==> src/rtl/mem_stage_hs_if.sv <==
// Handshake/bus bundle for mem_stage_hs: EX/MEM input, data-memory port, MEM/WB slot.
// slave is the stage's view; master is the surrounding pipeline/memory view.
interface mem_stage_hs_if #(
  parameter int DW = 16,
  parameter int AW = 16,
  parameter int RW = 3
);
  logic          flush_in;
  logic          in_valid;
  logic          in_ready;
  logic [DW-1:0] alu_res_in;
  logic [DW-1:0] store_data_in;
  logic [DW-1:0] pc2_in;
  logic [DW-1:0] imm_eff_in;
  logic          mem_rd_in;
  logic          mem_wr_in;
  logic          rf_we_in;
  logic [RW-1:0] rf_waddr_in;
  logic [1:0]    wb_sel_in;

  logic          mem_req;
  logic          mem_we;
  logic [AW-1:0] mem_addr;
  logic [DW-1:0] mem_wdata;
  logic          mem_ack;
  logic [DW-1:0] mem_rdata;

  logic          out_valid;
  logic          out_ready;
  logic [DW-1:0] alu_res_out;
  logic [DW-1:0] mem_rdata_out;
  logic [DW-1:0] pc2_out;
  logic [DW-1:0] imm_eff_out;
  logic          rf_we_out;
  logic [RW-1:0] rf_waddr_out;
  logic [1:0]    wb_sel_out;
  logic          mem_err_out;

  modport slave (
    input  flush_in, in_valid, alu_res_in, store_data_in, pc2_in, imm_eff_in,
           mem_rd_in, mem_wr_in, rf_we_in, rf_waddr_in, wb_sel_in,
           mem_ack, mem_rdata, out_ready,
    output in_ready, mem_req, mem_we, mem_addr, mem_wdata,
           out_valid, alu_res_out, mem_rdata_out, pc2_out, imm_eff_out,
           rf_we_out, rf_waddr_out, wb_sel_out, mem_err_out
  );

  modport master (
    output flush_in, in_valid, alu_res_in, store_data_in, pc2_in, imm_eff_in,
           mem_rd_in, mem_wr_in, rf_we_in, rf_waddr_in, wb_sel_in,
           mem_ack, mem_rdata, out_ready,
    input  in_ready, mem_req, mem_we, mem_addr, mem_wdata,
           out_valid, alu_res_out, mem_rdata_out, pc2_out, imm_eff_out,
           rf_we_out, rf_waddr_out, wb_sel_out, mem_err_out
  );
endinterface

==> src/rtl/mem_stage_hs.sv <==
// MEM pipeline stage for a variable-latency req/ack data memory with a one-entry MEM/WB slot.
// Optional access timeout enabled by defining MEM_TIMEOUT_EN.
module mem_stage_hs #(
  parameter int DW      = 16,
  parameter int AW      = 16,
  parameter int RW      = 3,
  parameter int TIMEOUT = 15
) (
  input logic            clk,
  input logic            rst,
  mem_stage_hs_if.slave  bus
);

`ifdef MEM_TIMEOUT_EN
  localparam bit TIMEOUT_EN = 1'b1;
`else
  localparam bit TIMEOUT_EN = 1'b0;
`endif

  localparam int CW = ($clog2(TIMEOUT + 1) > 4) ? $clog2(TIMEOUT + 1) : 4;

  typedef enum logic {IDLE, ACCESS} state_t;

  state_t state_q, state_d;

  logic          in_ready_w;
  logic          accept;
  logic          mem_op;
  logic          done;
  logic          expire;
  logic          kill_now;
  logic          slot_wr_direct;
  logic          slot_wr_mem;

  logic          kill_q;
  logic [CW-1:0] cnt_q;

  // Access/payload holding registers, latched at accept.
  logic [AW-1:0] addr_q;
  logic [DW-1:0] wdata_q;
  logic          we_q;
  logic          rd_q;
  logic [DW-1:0] alu_q;
  logic [DW-1:0] pc2_q;
  logic [DW-1:0] imm_q;
  logic          rfwe_q;
  logic [RW-1:0] waddr_q;
  logic [1:0]    wbsel_q;

  // MEM/WB slot.
  logic          ov_q;
  logic [DW-1:0] alu_out_q;
  logic [DW-1:0] rdata_out_q;
  logic [DW-1:0] pc2_out_q;
  logic [DW-1:0] imm_out_q;
  logic          rfwe_out_q;
  logic [RW-1:0] waddr_out_q;
  logic [1:0]    wbsel_out_q;
  logic          err_q;

  assign in_ready_w = (state_q == IDLE) && (!ov_q || bus.out_ready);
  assign accept     = bus.in_valid && in_ready_w && !bus.flush_in;
  assign mem_op     = bus.mem_rd_in || bus.mem_wr_in;

  // An ack in the expiry cycle takes priority, so expiry implies no ack.
  assign expire   = TIMEOUT_EN && (state_q == ACCESS) && !bus.mem_ack &&
                    (cnt_q == CW'(TIMEOUT - 1));
  assign done     = (state_q == ACCESS) && (bus.mem_ack || expire);
  assign kill_now = kill_q || bus.flush_in;

  assign slot_wr_direct = (state_q == IDLE) && accept && !mem_op;
  assign slot_wr_mem    = done && !kill_now;

  always_comb begin
    state_d = state_q;
    unique case (state_q)
      IDLE:    if (accept && mem_op) state_d = ACCESS;
      ACCESS:  if (done)             state_d = IDLE;
      default: state_d = IDLE;
    endcase
  end

  always_ff @(posedge clk) begin
    if (rst) begin
      state_q <= IDLE;
      kill_q  <= 1'b0;
      cnt_q   <= '0;
      addr_q  <= '0;
      wdata_q <= '0;
      we_q    <= 1'b0;
      rd_q    <= 1'b0;
      alu_q   <= '0;
      pc2_q   <= '0;
      imm_q   <= '0;
      rfwe_q  <= 1'b0;
      waddr_q <= '0;
      wbsel_q <= '0;
    end else begin
      state_q <= state_d;
      kill_q  <= (state_q == ACCESS && state_d == ACCESS) ? (kill_q || bus.flush_in) : 1'b0;
      cnt_q   <= (state_q == ACCESS) ? cnt_q + CW'(1) : '0;
      if (accept) begin
        addr_q  <= bus.alu_res_in[AW-1:0];
        wdata_q <= bus.store_data_in;
        // Read and write both set is handled as a store.
        we_q    <= bus.mem_wr_in;
        rd_q    <= bus.mem_rd_in && !bus.mem_wr_in;
        alu_q   <= bus.alu_res_in;
        pc2_q   <= bus.pc2_in;
        imm_q   <= bus.imm_eff_in;
        rfwe_q  <= bus.rf_we_in;
        waddr_q <= bus.rf_waddr_in;
        wbsel_q <= bus.wb_sel_in;
      end
    end
  end

  always_ff @(posedge clk) begin
    if (rst) begin
      ov_q        <= 1'b0;
      alu_out_q   <= '0;
      rdata_out_q <= '0;
      pc2_out_q   <= '0;
      imm_out_q   <= '0;
      rfwe_out_q  <= 1'b0;
      waddr_out_q <= '0;
      wbsel_out_q <= '0;
      err_q       <= 1'b0;
    end else begin
      if (bus.flush_in)                     ov_q <= 1'b0;
      else if (slot_wr_direct || slot_wr_mem) ov_q <= 1'b1;
      else if (bus.out_ready)               ov_q <= 1'b0;

      if (slot_wr_direct) begin
        alu_out_q   <= bus.alu_res_in;
        pc2_out_q   <= bus.pc2_in;
        imm_out_q   <= bus.imm_eff_in;
        rfwe_out_q  <= bus.rf_we_in;
        waddr_out_q <= bus.rf_waddr_in;
        wbsel_out_q <= bus.wb_sel_in;
        err_q       <= 1'b0;
      end else if (slot_wr_mem) begin
        alu_out_q   <= alu_q;
        pc2_out_q   <= pc2_q;
        imm_out_q   <= imm_q;
        rfwe_out_q  <= rfwe_q && !expire;
        waddr_out_q <= waddr_q;
        wbsel_out_q <= wbsel_q;
        err_q       <= expire;
        if (bus.mem_ack && rd_q) rdata_out_q <= bus.mem_rdata;
      end
    end
  end

  assign bus.in_ready      = in_ready_w;
  assign bus.mem_req       = (state_q == ACCESS);
  assign bus.mem_we        = we_q;
  assign bus.mem_addr      = addr_q;
  assign bus.mem_wdata     = wdata_q;
  assign bus.out_valid     = ov_q;
  assign bus.alu_res_out   = alu_out_q;
  assign bus.mem_rdata_out = rdata_out_q;
  assign bus.pc2_out       = pc2_out_q;
  assign bus.imm_eff_out   = imm_out_q;
  assign bus.rf_we_out     = rfwe_out_q;
  assign bus.rf_waddr_out  = waddr_out_q;
  assign bus.wb_sel_out    = wbsel_out_q;
  assign bus.mem_err_out   = TIMEOUT_EN && err_q;

endmodule

==> src/flat_wrapper.sv <==
// flat-port wrapper written by rule: the top's interface ports become plain ports
module mem_stage_hs_flat 
#(
  parameter int DW      = 16,
  parameter int AW      = 16,
  parameter int RW      = 3,
  parameter int TIMEOUT = 15
)
  (clk, rst, bus_flush_in, bus_in_valid, bus_alu_res_in, bus_store_data_in, bus_pc2_in, bus_imm_eff_in, bus_mem_rd_in, bus_mem_wr_in, bus_rf_we_in, bus_rf_waddr_in, bus_wb_sel_in, bus_mem_ack, bus_mem_rdata, bus_out_ready, bus_in_ready, bus_mem_req, bus_mem_we, bus_mem_addr, bus_mem_wdata, bus_out_valid, bus_alu_res_out, bus_mem_rdata_out, bus_pc2_out, bus_imm_eff_out, bus_rf_we_out, bus_rf_waddr_out, bus_wb_sel_out, bus_mem_err_out);
  mem_stage_hs_if #(.DW(DW), .AW(AW), .RW(RW)) bus_i ();
  input logic clk;
  input logic rst;
  input wire logic [$bits(bus_i.flush_in)-1:0] bus_flush_in;
  input wire logic [$bits(bus_i.in_valid)-1:0] bus_in_valid;
  input wire logic [$bits(bus_i.alu_res_in)-1:0] bus_alu_res_in;
  input wire logic [$bits(bus_i.store_data_in)-1:0] bus_store_data_in;
  input wire logic [$bits(bus_i.pc2_in)-1:0] bus_pc2_in;
  input wire logic [$bits(bus_i.imm_eff_in)-1:0] bus_imm_eff_in;
  input wire logic [$bits(bus_i.mem_rd_in)-1:0] bus_mem_rd_in;
  input wire logic [$bits(bus_i.mem_wr_in)-1:0] bus_mem_wr_in;
  input wire logic [$bits(bus_i.rf_we_in)-1:0] bus_rf_we_in;
  input wire logic [$bits(bus_i.rf_waddr_in)-1:0] bus_rf_waddr_in;
  input wire logic [$bits(bus_i.wb_sel_in)-1:0] bus_wb_sel_in;
  input wire logic [$bits(bus_i.mem_ack)-1:0] bus_mem_ack;
  input wire logic [$bits(bus_i.mem_rdata)-1:0] bus_mem_rdata;
  input wire logic [$bits(bus_i.out_ready)-1:0] bus_out_ready;
  output wire logic [$bits(bus_i.in_ready)-1:0] bus_in_ready;
  output wire logic [$bits(bus_i.mem_req)-1:0] bus_mem_req;
  output wire logic [$bits(bus_i.mem_we)-1:0] bus_mem_we;
  output wire logic [$bits(bus_i.mem_addr)-1:0] bus_mem_addr;
  output wire logic [$bits(bus_i.mem_wdata)-1:0] bus_mem_wdata;
  output wire logic [$bits(bus_i.out_valid)-1:0] bus_out_valid;
  output wire logic [$bits(bus_i.alu_res_out)-1:0] bus_alu_res_out;
  output wire logic [$bits(bus_i.mem_rdata_out)-1:0] bus_mem_rdata_out;
  output wire logic [$bits(bus_i.pc2_out)-1:0] bus_pc2_out;
  output wire logic [$bits(bus_i.imm_eff_out)-1:0] bus_imm_eff_out;
  output wire logic [$bits(bus_i.rf_we_out)-1:0] bus_rf_we_out;
  output wire logic [$bits(bus_i.rf_waddr_out)-1:0] bus_rf_waddr_out;
  output wire logic [$bits(bus_i.wb_sel_out)-1:0] bus_wb_sel_out;
  output wire logic [$bits(bus_i.mem_err_out)-1:0] bus_mem_err_out;
  assign bus_i.flush_in = bus_flush_in;
  assign bus_i.in_valid = bus_in_valid;
  assign bus_i.alu_res_in = bus_alu_res_in;
  assign bus_i.store_data_in = bus_store_data_in;
  assign bus_i.pc2_in = bus_pc2_in;
  assign bus_i.imm_eff_in = bus_imm_eff_in;
  assign bus_i.mem_rd_in = bus_mem_rd_in;
  assign bus_i.mem_wr_in = bus_mem_wr_in;
  assign bus_i.rf_we_in = bus_rf_we_in;
  assign bus_i.rf_waddr_in = bus_rf_waddr_in;
  assign bus_i.wb_sel_in = bus_wb_sel_in;
  assign bus_i.mem_ack = bus_mem_ack;
  assign bus_i.mem_rdata = bus_mem_rdata;
  assign bus_i.out_ready = bus_out_ready;
  assign bus_in_ready = bus_i.in_ready;
  assign bus_mem_req = bus_i.mem_req;
  assign bus_mem_we = bus_i.mem_we;
  assign bus_mem_addr = bus_i.mem_addr;
  assign bus_mem_wdata = bus_i.mem_wdata;
  assign bus_out_valid = bus_i.out_valid;
  assign bus_alu_res_out = bus_i.alu_res_out;
  assign bus_mem_rdata_out = bus_i.mem_rdata_out;
  assign bus_pc2_out = bus_i.pc2_out;
  assign bus_imm_eff_out = bus_i.imm_eff_out;
  assign bus_rf_we_out = bus_i.rf_we_out;
  assign bus_rf_waddr_out = bus_i.rf_waddr_out;
  assign bus_wb_sel_out = bus_i.wb_sel_out;
  assign bus_mem_err_out = bus_i.mem_err_out;
  mem_stage_hs #(.DW(DW), .AW(AW), .RW(RW), .TIMEOUT(TIMEOUT)) u_core (.clk(clk), .rst(rst), .bus(bus_i));
endmodule
==> config.mk <==
export PLATFORM = sky130hd
export DESIGN_NAME = mem_stage_hs_flat
export DESIGN_NICKNAME = d
export VERILOG_FILES = /design/src/rtl/mem_stage_hs_if.sv /design/src/rtl/mem_stage_hs.sv /design/src/flat_wrapper.sv
export SDC_FILE = /design/constraint.sdc
export NUM_CORES = 1
export LEC_CHECK = 0
export BUFFER_PORTS_ARGS = -buffer_cell sky130_fd_sc_hd__buf_4
export CORE_MARGIN = 5
export CORE_UTILIZATION = 43
export DETAILED_ROUTE_END_ITERATION = 16
export PLACE_DENSITY = 0.7
export SLEW_MARGIN = 20
export SYNTH_ARGS = -nofsm -noshare
export SYNTH_HDL_FRONTEND = slang
export SYNTH_SLANG_ARGS = --single-unit
==> constraint.sdc <==
create_clock -name clk -period 4.5 [get_ports clk]
set_input_delay 0 -clock clk [delete_from_list [all_inputs] [get_ports clk]]
set_output_delay 0 -clock clk [all_outputs]
set_load 0.005 [all_outputs]
==> results.txt, run 1 <==
The initial antenna violation count was 0. The number of non-filler instances in the completed layout is 1154. Counting I/O delays and the setup requirement, the final critical path takes 2.43 ns. The max-slew violation count is 0. The number of distinct library cell variants in the gate-level netlist after synthesis came out at 30. Sorting the synthesized cells by area gives the leading types as sky130_fd_sc_hd__dfxtp_1, sky130_fd_sc_hd__a21oi_1, sky130_fd_sc_hd__nand3_1.

The global-route wire length before repair came out at 33300 um. The floorplan step defined a die boundary enclosing 0.0166 mm^2. The beginning of the critical path is u_core.bus.mem_req.

The global-route usage over all layers is 24.5%. The setup fix buffers added after clock tree synthesis is 0. Yosys printed 0 warnings. The required time of the worst setup path came out at 4.81 ns. For the final database, setup skew stands at 0.00918 ns.

The die boundary width is 129 um. Across the VDD grid, the largest voltage drop is 0.274 mV. The layout cell share with drive strength beyond 1 is 25.5%.

The number of nets with antenna violations after routing is 0. Counting cells, the worst reg-to-reg path comes to 4. After the first detailed-routing iteration, the DRC count stood at 685. The clock transition at the registers of the reported paths is 0.06 ns. Leaving out fill and tap cells, the most frequent cells in the layout are sky130_fd_sc_hd__buf_4, sky130_fd_sc_hd__dfxtp_1, sky130_fd_sc_hd__dlygate4sd3_1, sky130_fd_sc_hd__a21oi_1, sky130_fd_sc_hd__nand3_1. Setup repair after global routing left no endpoint under its margin.

The number of gates resized after CTS was 0. The maximum clock insertion buffer count is 2. The number of hold violations in the final report came out at 0. The detailed router placed 6801 vias in this run.

The number of diodes added for antenna fixing is 0. The worst min-delay path category is in -> reg. The synthesized netlist devotes 25.6% of its cell area to compound gates. The cell sitting at the root of the clock tree is a sky130_fd_sc_hd__clkbuf_16. The endpoint identified for the worst register-to-register timing path is u_core.bus.pc2_out[15]. The relative slew slack came out at 21.3%. Dividing the detail-routed wire length by the instance count gives 18.5 um. Of the post-synthesis cell area, the part taken by muxes is 0%.

The cell leakage power is 3.36 nW. Routability-driven placement finished with a final weighted congestion of 0.769. The most critical setup path has its endpoint at u_core.bus.pc2_out[15]. The number of max-cap violations is 0. The initial standard-cell utilization of the core is 43.8%. The element type at the critical path end is a flop. By area, the combinational part of the netlist is dominated by compound AO/OA/AOI/OAI gates. The data arrival time at the worst-slack endpoint is 2.74 ns. The residual overflow from global routing is 0.

The setup-violating endpoint count in the final report is 0. The run finished with clean final reports. The area of the core came out at 0.0139 mm^2. 201 I/O pins were placed. The clock latency at the later pin of the worst-skew pair is 0.42 ns.

The HPWL after detailed placement came out at 11800 um. From synthesis to final layout, the design area changed by 49.5%. The simple-gate share of the synthesized area is 19.3%.

The residual DRC count came out at 0. The CTS sink count is 145. In the routed layout, each cell is associated on average with a via count of 5.89. The async set-or-reset flop fraction in the synthesized netlist is 0%. The largest total area in the synthesized netlist belongs to sky130_fd_sc_hd__dfxtp_1. The cell count after synthesis is 742. TritonCTS built the clock tree. For this run, the top clock speed supported by timing is 411 MHz.

The count of port buffers added during placement came out at 199. Summing the areas of all fa, ha and maj instances in the mapped netlist gives 0% of the synthesized area. The number of levels in the clock H-tree came out at 4.

The flip-flop and latch count after synthesis is 145. The largest net degree at the start of global routing came out at 105. The die extent in y came out at 129 um. The number of global-route vias before repair came out at 6541. The placed instance count is 1030. The accumulated negative setup slack is 0 ns. Of the synthesized area, sequential elements account for 47.8%. The startpoint identified for the worst register-to-register timing path is u_core.bus.mem_req.

The area share of the largest cell type after synthesis is 47.8%. The post-route clock period utilization is 54.0%. The layout net count is 1055. Counting flops with a built-in enable in the synthesized netlist gives 0.

The maximum net fanout on the critical path came out at 92. Among all flip-flop cells after synthesis, the most frequent one is sky130_fd_sc_hd__dfxtp_1. When the netlist entered floorplanning its net count stood at 836. The actual transition at the worst max-transition pin came out at 1.18 ns. In this run the power density over the cells is 360 mW/mm^2. The total length of routed wires is 21300 um. The pre-antenna-repair detailed-routing pass consisted of 7 iterations. The share of the synthesized netlist area taken by xor and xnor gates came out at 0%. The mapped cell area is 0.00608 mm^2. The kind of start point of the critical path is a flop. The start-to-end type of the worst setup path is reg -> reg.

The library cell used most frequently in the layout, excluding fill and tap cells, is sky130_fd_sc_hd__buf_4. The hold-critical path depth came out at 4. The worst reg-to-reg setup slack came out at 2.07 ns. The number of placement rows is 43.

The TritonCTS buffer count is 17. The synthesized area per cell is 8.19 um^2.
-- cells by family after synthesis --
logic type,after synthesis
AND/OR/NAND/NOR,235
buffers and inverters,99
flip-flops,145
other,1
AO/OA/AOI/OAI,262
-- cell usage after synthesis, drive strengths merged (2+ instances only) --
master	n
clkbuf	65
dfxtp	145
buf	33
nand2b	2
nor4	24
nand3	89
a311oi	24
o311ai	30
nand2	78
nor2	3
a31oi	30
nand4	30
a21oi	89
nor3	2
o21ai	88
-- cell type report --
type | instances | area, um^2
fill | 1102 | 4800
sequential | 145 | 2900
multi-input combinational | 498 | 2800
timing repair buffer | 298 | 2500
clock buffer | 21 | 470
tap | 180 | 225
clock inverter | 11 | 183
inverter | 1 | 3.75
-- layer usage --
layer / vias up / global-route usage, % / routed length [um]
met3: 60 / 7.02 / 1690
li1: 3208 / - / -
met5: - / 0 / 0
met4: 0 / 10.9 / 663
met2: 301 / 39.8 / 10600
met1: 3232 / 30.3 / 8410
-- stage by stage --
step                cell area [um^2]  total power [mW]  setup WS [ns]  hold slack [ns]  util [%]
finish                          9080              3.27           2.07           0.0613      65.4
global route                    9080              3.38           1.90           0.0679      65.4
CTS                             9050              3.28           2.05            0.146      65.2
detailed placement              7490              1.67           2.11            0.271      54.0
global placement                7490              1.66           2.20            0.264      54.0
floorplan                       6080              1.52           3.02           0.0793         -
-- state kept, by name, summed over array words and instances, names as in the netlist --
name,count
u_core.bus.alu_res_out,16
u_core.bus.imm_eff_out,16
u_core.bus.mem_addr,16
u_core.bus.mem_rdata_out,16
u_core.bus.mem_req,1
u_core.bus.mem_wdata,16
u_core.bus.mem_we,1
u_core.bus.out_valid,1
u_core.bus.pc2_out,16
u_core.bus.rf_waddr_out,3
u_core.bus.rf_we_out,1
u_core.bus.wb_sel_out,2
u_core.imm_q,16
u_core.kill_q,1
u_core.pc2_q,16
u_core.rd_q,1
u_core.rfwe_q,1
u_core.waddr_q,3
u_core.wbsel_q,2
-- worst min-delay path by stage --
stage,endpoint,startpoint,slack [ns]
6_report,u_core.pc2_q[11],bus_out_ready,0.06
5_1_grt,u_core.pc2_q[11],bus_out_ready,0.07
4_1_cts,u_core.imm_q[4],rst,0.15
3_5_place_dp,u_core.bus.out_valid,bus_flush_in,0.27
3_3_place_gp,u_core.bus.mem_wdata[11],bus_store_data_in[11],0.26
2_1_floorplan,u_core.bus.out_valid,bus_flush_in,0.08
-- report_power, final --
| group | internal, mW | switching (mW) | leakage, nW | total, mW |
|---|---|---|---|---|
| Sequential | 1.33 | 0.0278 | 1.18 | 1.36 |
| Combinational | 0.184 | 0.175 | 1.86 | 0.359 |
| Clock | 1.02 | 0.529 | 0.323 | 1.55 |
-- critical path, cell delays in order (launching register included) --
cell	delay (ns)
sky130_fd_sc_hd__dfxtp_1	0.53
sky130_fd_sc_hd__or3b_4	0.90
sky130_fd_sc_hd__buf_4	0.49
sky130_fd_sc_hd__nor4_1	0.09
sky130_fd_sc_hd__a311oi_1	0.29
-- timing repair --
action                     CTS  global route
hold endpoints to repair   139             0
hold buffers                90             0
setup endpoints to repair    0             0
(Power assumes the default switching activity.)
==> run 2: changes to the inputs <==
--- a/config.mk
+++ b/config.mk
@@ -9,7 +9,7 @@
 export CORE_MARGIN = 5
 export CORE_UTILIZATION = 43
 export DETAILED_ROUTE_END_ITERATION = 16
-export PLACE_DENSITY = 0.7
+export PLACE_DENSITY = 0.72
 export SLEW_MARGIN = 20
 export SYNTH_ARGS = -nofsm -noshare
 export SYNTH_HDL_FRONTEND = slang
==> constraint.sdc (replaced) <==
create_clock -name clk -period 2.1 [get_ports clk]
set_input_delay 0 -clock clk [delete_from_list [all_inputs] [get_ports clk]]
set_output_delay 0 -clock clk [all_outputs]
set_load 0.005 [all_outputs]
==> run 2 against run 1 <==
Via count increased by 1.3%. Wire length increased by 0.55%. Maximum frequency increased by 37%. Clock skew increased by 0.0028 ns. Largest cell class unchanged. First-iteration DRC count increased by 17%. Global-route usage increased by 0.55 points. Count of clock-buffer cells in the layout increased by 2. Flip-flop and latch count unchanged. Die area unchanged.
==> results.txt, run 2 (synthesized netlist as in run 1, its figures left out) <==
The average wire length per cell after detail routing came out at 18.3 um (-0.82%). The maximum clock frequency is 562 MHz (+37%). The DRC marker count from the first detailed-route iteration is 800 (+17%). The setup fix buffers added after clock tree synthesis is 0 (unchanged).

The post-route clock period utilization is 84.7% (+31 points). TritonCTS built the clock tree. The number of nets with antenna violations after routing is 0 (unchanged).

The global-route wire length before repair came out at 34100 um (+2.5%). The worst reg-to-reg setup slack was 0.32 ns (-1.75 ns). The layout cell share with drive strength beyond 1 came out at 26.6% (+1.1 points). The number of cells traversed by the worst register-to-register path is 4 (unchanged). The global-route usage over all layers is 25.1% (+0.55 points). The max-slew violation count is 0 (unchanged). The TritonCTS buffer count came out at 17 (unchanged). The count of port buffers added during placement is 199 (unchanged).

The setup clock skew after layout is 0.0120 ns (+0.00279 ns). The post-cts hold buffer count is 90 (unchanged). The last weighted congestion value of the routability-driven placer came out at 0.810 (+5.3%). The worst hold slack after final layout is 0.132 ns (+0.0704 ns). The clock transition at the registers of the reported paths is 0.06 ns (about the same). The total length of routed wires came out at 21500 um (+0.55%). By startpoint and endpoint, the worst setup path is classified as reg -> reg. The kind of start point of the critical path is a flop. The data arrival time at the worst-slack endpoint is 2.06 ns (-0.68 ns). The residual overflow from global routing came out at 0 (unchanged). The initial standard-cell utilization of the core is 43.8% (unchanged). The post-route minimum period was 1.78 ns (-0.652 ns). The area of the core came to 0.0139 mm^2 (unchanged). The maximum net fanout on the critical path is 60 (-35%). The area overhead of the layout relative to synthesis came out at 51.9%.

The initial antenna violation count is 0 (unchanged). The detailed-route vias per instance came out at 5.89 (-0.11%). The number of levels in the clock H-tree came to 4 (unchanged).

The number of primary I/O pins is 201 (unchanged). The number of global-route vias before repair is 6786 (+3.7%). The die extent in y was 129 um (unchanged).

The area of the die is 0.0166 mm^2 (unchanged). The setup-violating endpoint count in the final report came out at 0 (unchanged). The cell leakage power is 3.45 nW (+2.7%). The number of max-cap violations came to 0 (unchanged). The actual transition at the worst max-transition pin was 0.529 ns (-0.651 ns).

Setup repair after global routing left no endpoint under its margin. The HPWL after detailed placement was 12200 um (+3.0%). The post-route standard cell area excluding fillers came out at 0.00923 mm^2 (+1.6%). The accumulated negative setup slack is 0 ns (unchanged). The number of optimization iterations in the first detailed-route pass was 5 (-2). The worst min-delay path category is in -> reg.

The hold-critical path depth is 3 (-1). In the layout the commonest cells are sky130_fd_sc_hd__buf_4, sky130_fd_sc_hd__dfxtp_1, sky130_fd_sc_hd__dlygate4sd3_1, sky130_fd_sc_hd__nand3_1, sky130_fd_sc_hd__a21oi_1. The number of diodes added for antenna fixing came to 0 (unchanged).

The die boundary width is 129 um (unchanged). The number of gates resized after CTS is 0 (unchanged). The worst setup path is captured at a flop. The maximum clock insertion buffer count came to 2 (unchanged).

The total power density per cell area was 746 mW/mm^2 (+110%). The final-layout fill cell count is 1113 (+1.0%). The most common library cell in the layout ignoring fill and taps is sky130_fd_sc_hd__buf_4. The required time of the worst setup path is 2.38 ns (-2.43 ns). The number of hold violations in the final report came out at 0 (unchanged). The peak supply drop came out at 0.694 mV (+150%). The cell area reported after detailed placement is 0.00770 mm^2 (+2.8%). The relative slew slack came out at 64.7% (+43 points). The clock latency at the later pin of the worst-skew pair is 0.42 ns (about the same). The number of vias after detailed routing came out at 6888 (+1.3%). CTS placed an instance of sky130_fd_sc_hd__clkbuf_16 at the clock tree root. The residual DRC count is 0 (unchanged). The CTS sink count is 145 (unchanged).

The largest net degree at the start of global routing is 103 (-1.9%). The layout net count is 1071 (+1.5%). The utilization after layout is 66.5% (+1.0 points). The flow ran to the end, and the final reports show no timing, DRC or antenna violations. The number of placement rows was 43 (unchanged).
## run 2: worst paths after layout
kind                                             endpoint                from
worst max-delay path            u_core.bus.alu_res_out[4]  u_core.bus.mem_req
worst min-delay path                   u_core.bus.mem_req                 rst
worst max register to register  u_core.bus.alu_res_out[4]  u_core.bus.mem_req
worst min register to register     u_core.bus.pc2_out[14]    u_core.pc2_q[14]
## run 2: worst max-delay path, stage by stage (launching register included)
cell                       delay (ns)
sky130_fd_sc_hd__dfxtp_1         0.41
sky130_fd_sc_hd__or3b_4          0.55
sky130_fd_sc_hd__buf_12          0.24
sky130_fd_sc_hd__o311ai_1        0.30
sky130_fd_sc_hd__a31oi_1         0.12
## run 2: through the flow
step | std cells | power [mW] | setup slack, ns
2_1_floorplan | 742 | 3.26 | 0.625
4_1_cts | 1170 | 6.92 | 0.335
5_1_grt | 1170 | 7.12 | 0.204
6_report | 1170 | 6.89 | 0.321
3_5_place_dp | 1048 | 3.61 | 0.339
3_3_place_gp | 1048 | 3.61 | 0.374
## run 2: metal layers
layer	global-route usage, %	wire length (um)	vias to the layer above
met4	12.4	688	0
met3	6.48	1580	58
met5	0	0	-
met2	41.2	10500	327
li1	-	-	3242
met1	30.5	8690	3261
## run 2: layout make-up
| cell class | instances | area (um^2) | share of cell area (%) |
|---|---|---|---|
| Clock buffer | 23 | 498 | 5.40 |
| Clock inverter | 9 | 128 | 1.38 |
| Inverter | 1 | 3.75 | 0.0407 |
| Multi-Input combinational cell | 498 | 2790 | 30.2 |
| Sequential cell | 145 | 2900 | 31.5 |
| Tap cell | 180 | 225 | 2.44 |
| Timing Repair Buffer | 314 | 2680 | 29.1 |
## run 2: power by group
part	leakage (nW)	switching, mW	internal (mW)
logic	1.96	0.385	0.418
clock network	0.313	1.16	2.02
registers	1.18	0.0542	2.85
total	3.45	1.60	5.29
==> run 3: changes to the inputs <==
--- a/config.mk
+++ b/config.mk
@@ -9,7 +9,7 @@
 export CORE_MARGIN = 5
 export CORE_UTILIZATION = 43
 export DETAILED_ROUTE_END_ITERATION = 16
-export PLACE_DENSITY = 0.72
+export PLACE_DENSITY = 0.7
 export SLEW_MARGIN = 20
 export SYNTH_ARGS = -nofsm -noshare
 export SYNTH_HDL_FRONTEND = slang
==> constraint.sdc (replaced) <==
create_clock -name clk -period 1.7 [get_ports clk]
set_input_delay 0 -clock clk [delete_from_list [all_inputs] [get_ports clk]]
set_output_delay 0 -clock clk [all_outputs]
set_load 0.005 [all_outputs]
==> run 3 against run 2 <==
Clock power increased by 30%. Register-to-register slack got worse by 0.20 ns. Count of clock-buffer cells in the layout decreased by 1. Combinational power increased by 26%. Largest cell class unchanged. Flip-flop and latch count unchanged.
==> results.txt, run 3 (synthesized netlist as in run 1, its figures left out) <==
The tree is rooted in a sky130_fd_sc_hd__clkbuf_16. The worst setup path is of the in -> reg kind. The cell type with the highest occurrence count on the critical path is sky130_fd_sc_hd__dlygate4sd3_1. The maximum clock frequency came out at 634 MHz. The overall power of the completed layout came to 8.73 mW (+27%). The total power density per cell area is 930 mW/mm^2 (+25%). The number of max-cap violations came out at 0 (unchanged).

Setup repair after global routing left no endpoint under its margin. The layout cell share with drive strength beyond 1 came out at 26.8% (+0.22 points). The maximum clock insertion buffer count was 2 (unchanged). The HPWL after detailed placement was 12800 um (+5.6%). The library cells used most frequently in the layout, excluding fill and tap cells, are sky130_fd_sc_hd__buf_4, sky130_fd_sc_hd__dfxtp_1, sky130_fd_sc_hd__dlygate4sd3_1, sky130_fd_sc_hd__nand3_1, sky130_fd_sc_hd__a21oi_1. The number of nets with antenna violations after routing is 0 (unchanged). STA classifies the critical path endpoint as a flop. The number of levels in the clock H-tree is 4 (unchanged). The TritonCTS buffer count came out at 17 (unchanged). The global-route wire length before repair came out at 34000 um (-0.28%). STA classifies the critical path startpoint as an input port.

The CTS sink count is 145 (unchanged). The area of the core came out at 0.0139 mm^2 (unchanged). The utilization after layout is 67.6% (+1.1 points). The number of cells traversed by the worst register-to-register path was 4 (unchanged). The DRC marker count from the first detailed-route iteration came out at 701 (-12%).

The area of the die came out at 0.0166 mm^2 (unchanged). The clock latency at the later pin of the worst-skew pair was 0.42 ns (about the same). The global routing met3 resource utilization came to 6.31% (-0.17 points).

The number of hold violations in the final report came out at 0 (unchanged). The initial standard-cell utilization of the core was 43.8% (unchanged). The signal on the critical path passes through dlygate4sd3_1, buf_4, nor2_2, dlygate4sd3_1, nand4_1, a31oi_1. The maximum net fanout on the critical path is 5 (-92%). Compared with the post-synthesis result, the final layout area differs by 54.4%. The setup clock skew after layout came out at 0.00724 ns (-0.00473 ns). The global-route usage over all layers came out at 25.1% (+0.026 points). The worst hold path begins at rst. The global-route met2 utilization was 40.6% (-0.55 points). The largest net degree at the start of global routing came to 81 (-21%).

Leaving out fill and tap cells, the most frequent cell in the layout is sky130_fd_sc_hd__buf_4. The max-slew violation count came to 0 (unchanged). The detailed-route vias per instance is 5.99 (+1.7%). The smallest clock period supported by the final layout is computed as 1.58 ns. The count of port buffers added during placement is 199 (unchanged). The residual DRC count is 0 (unchanged). The average wire length per cell after detail routing is 19.0 um (+3.8%). The number of placement rows is 43 (unchanged). The peak supply drop is 0.672 mV (-3.1%). The actual transition at the worst max-transition pin came out at 0.575 ns (+0.0457 ns). The data arrival time at the worst-slack endpoint came out at 1.92 ns (-0.14 ns). The endpoint identified for the worst register-to-register timing path is u_core.bus.pc2_out[4]. The die boundary width came out at 129 um (unchanged). The layout net count came to 1074 (+0.28%). The initial antenna violation count came out at 0 (unchanged). The relative slew slack is 61.7% (-3.0 points). The layer flagged by global routing as most heavily used is met2. The clock tree from TritonCTS is done. The setup-violating endpoint count in the final report is 0 (unchanged). The min-delay analysis places its worst path in the category in -> reg.

The reg-to-reg critical path startpoint is u_core.bus.mem_req. The die extent in y came out at 129 um (unchanged). The met1 capacity usage during global routing is 30.4% (-0.15 points).

The worst reg-to-reg setup slack is 0.12 ns (-0.20 ns). The total length of routed wires was 22300 um (+4.1%). Following the worst setup path forward leads to its endpoint at u_core.bus.wb_sel_out[0]. The accumulated negative setup slack is 0 ns (unchanged). The final-layout fill cell count came to 1061 (-4.7%).

The number of optimization iterations in the first detailed-route pass is 5 (unchanged). The clock transition at the registers of the reported paths is 0.06 ns (about the same). The required time of the worst setup path came out at 2.04 ns (-0.34 ns). The beginning of the critical path is bus_mem_wr_in. The number of primary I/O pins is 201 (unchanged). In the finished design, the share of the clock period the worst path needs comes to 92.8%. The flow ran to the end, and the final reports show no timing, DRC or antenna violations.

The cell leakage power came out at 3.51 nW (+1.7%). On the critical path, the stage with the largest delay is an instance of sky130_fd_sc_hd__dlygate4sd3_1. The number of diodes added for antenna fixing came out at 0 (unchanged). The peak per-stage delay on the critical path is 0.75 ns (+0.20 ns). The residual overflow from global routing came to 0 (unchanged). The number of vias after detailed routing is 7021 (+1.9%). The last weighted congestion value of the routability-driven placer is 0.802 (-1.0%). The number of global-route vias before repair is 6833 (+0.69%).
## run 3: changes by cell type in the layout (fill, tap and decap cells not counted), moves of 2 or more
cell / change
sky130_fd_sc_hd__clkbuf_8: -2
sky130_fd_sc_hd__bufinv_16: +2
sky130_fd_sc_hd__clkbuf_16: +2
sky130_fd_sc_hd__clkinvlp_4: +2
sky130_fd_sc_hd__buf_4: -6
sky130_fd_sc_hd__buf_12: +4
sky130_fd_sc_hd__buf_6: +2
sky130_fd_sc_hd__clkinv_4: -2
## run 3: through the flow
stage,instances,setup slack [ns],cell area [um^2],hold WS [ns]
floorplan,742,0.225,6080,0.0793
global placement,1046,0.171,7750,0.263
detailed placement,1046,0.0856,7750,0.272
CTS,1169,0.0324,9320,0.0558
global route,1173,0.0266,9380,0.0813
finish,1173,0.122,9380,0.0789
## run 3: layer usage
metal | vias up | share of wire (%)
met5 | - | 0
met4 | 0 | 3.8
met3 | 64 | 8.0
met2 | 378 | 49
met1 | 3334 | 39
li1 | 3245 | -
## run 3: critical path, delay by kind of cell
kind	cells	cell delay, ns
and+or+nand+nor	2	0.31
AOI/OAI and AO/OA	1	0.14
buffers and inverters	3	1.47
## run 3: timing repair
action / 4_1_cts / 5_1_grt
endpoints found under the setup margin: 0 / 8
resized for setup: 0 / 4
setup buffers: 0 / 2
hold endpoints to repair: 142 / 0
hold buffers: 91 / 0
## run 3: cell type report
cell class | instances | area, um^2 | area share, %
multi-input combinational | 498 | 2800 | 29.8
sequential | 145 | 2900 | 30.9
inverter | 1 | 3.75 | 0.0400
clock buffer | 22 | 474 | 5.05
tap | 180 | 225 | 2.40
timing repair buffer | 317 | 2800 | 29.8
clock inverter | 10 | 180 | 1.92
## run 3: worst min path at each step
stage          cells after the start                      endpoint
2_1_floorplan                      1          u_core.bus.out_valid
3_3_place_gp                       2          u_core.bus.out_valid
3_5_place_dp                       3       u_core.bus.mem_wdata[7]
4_1_cts                            2  u_core.bus.mem_rdata_out[14]
5_1_grt                            2            u_core.bus.mem_req
6_report                           2            u_core.bus.mem_req
## run 3: power by group
part           total [mW]  switching (mW)  leakage (nW)  internal (mW)
combinational        1.01           0.483          2.02          0.529
sequential           3.59          0.0705          1.18           3.52
clock                4.12            1.41         0.316           2.71
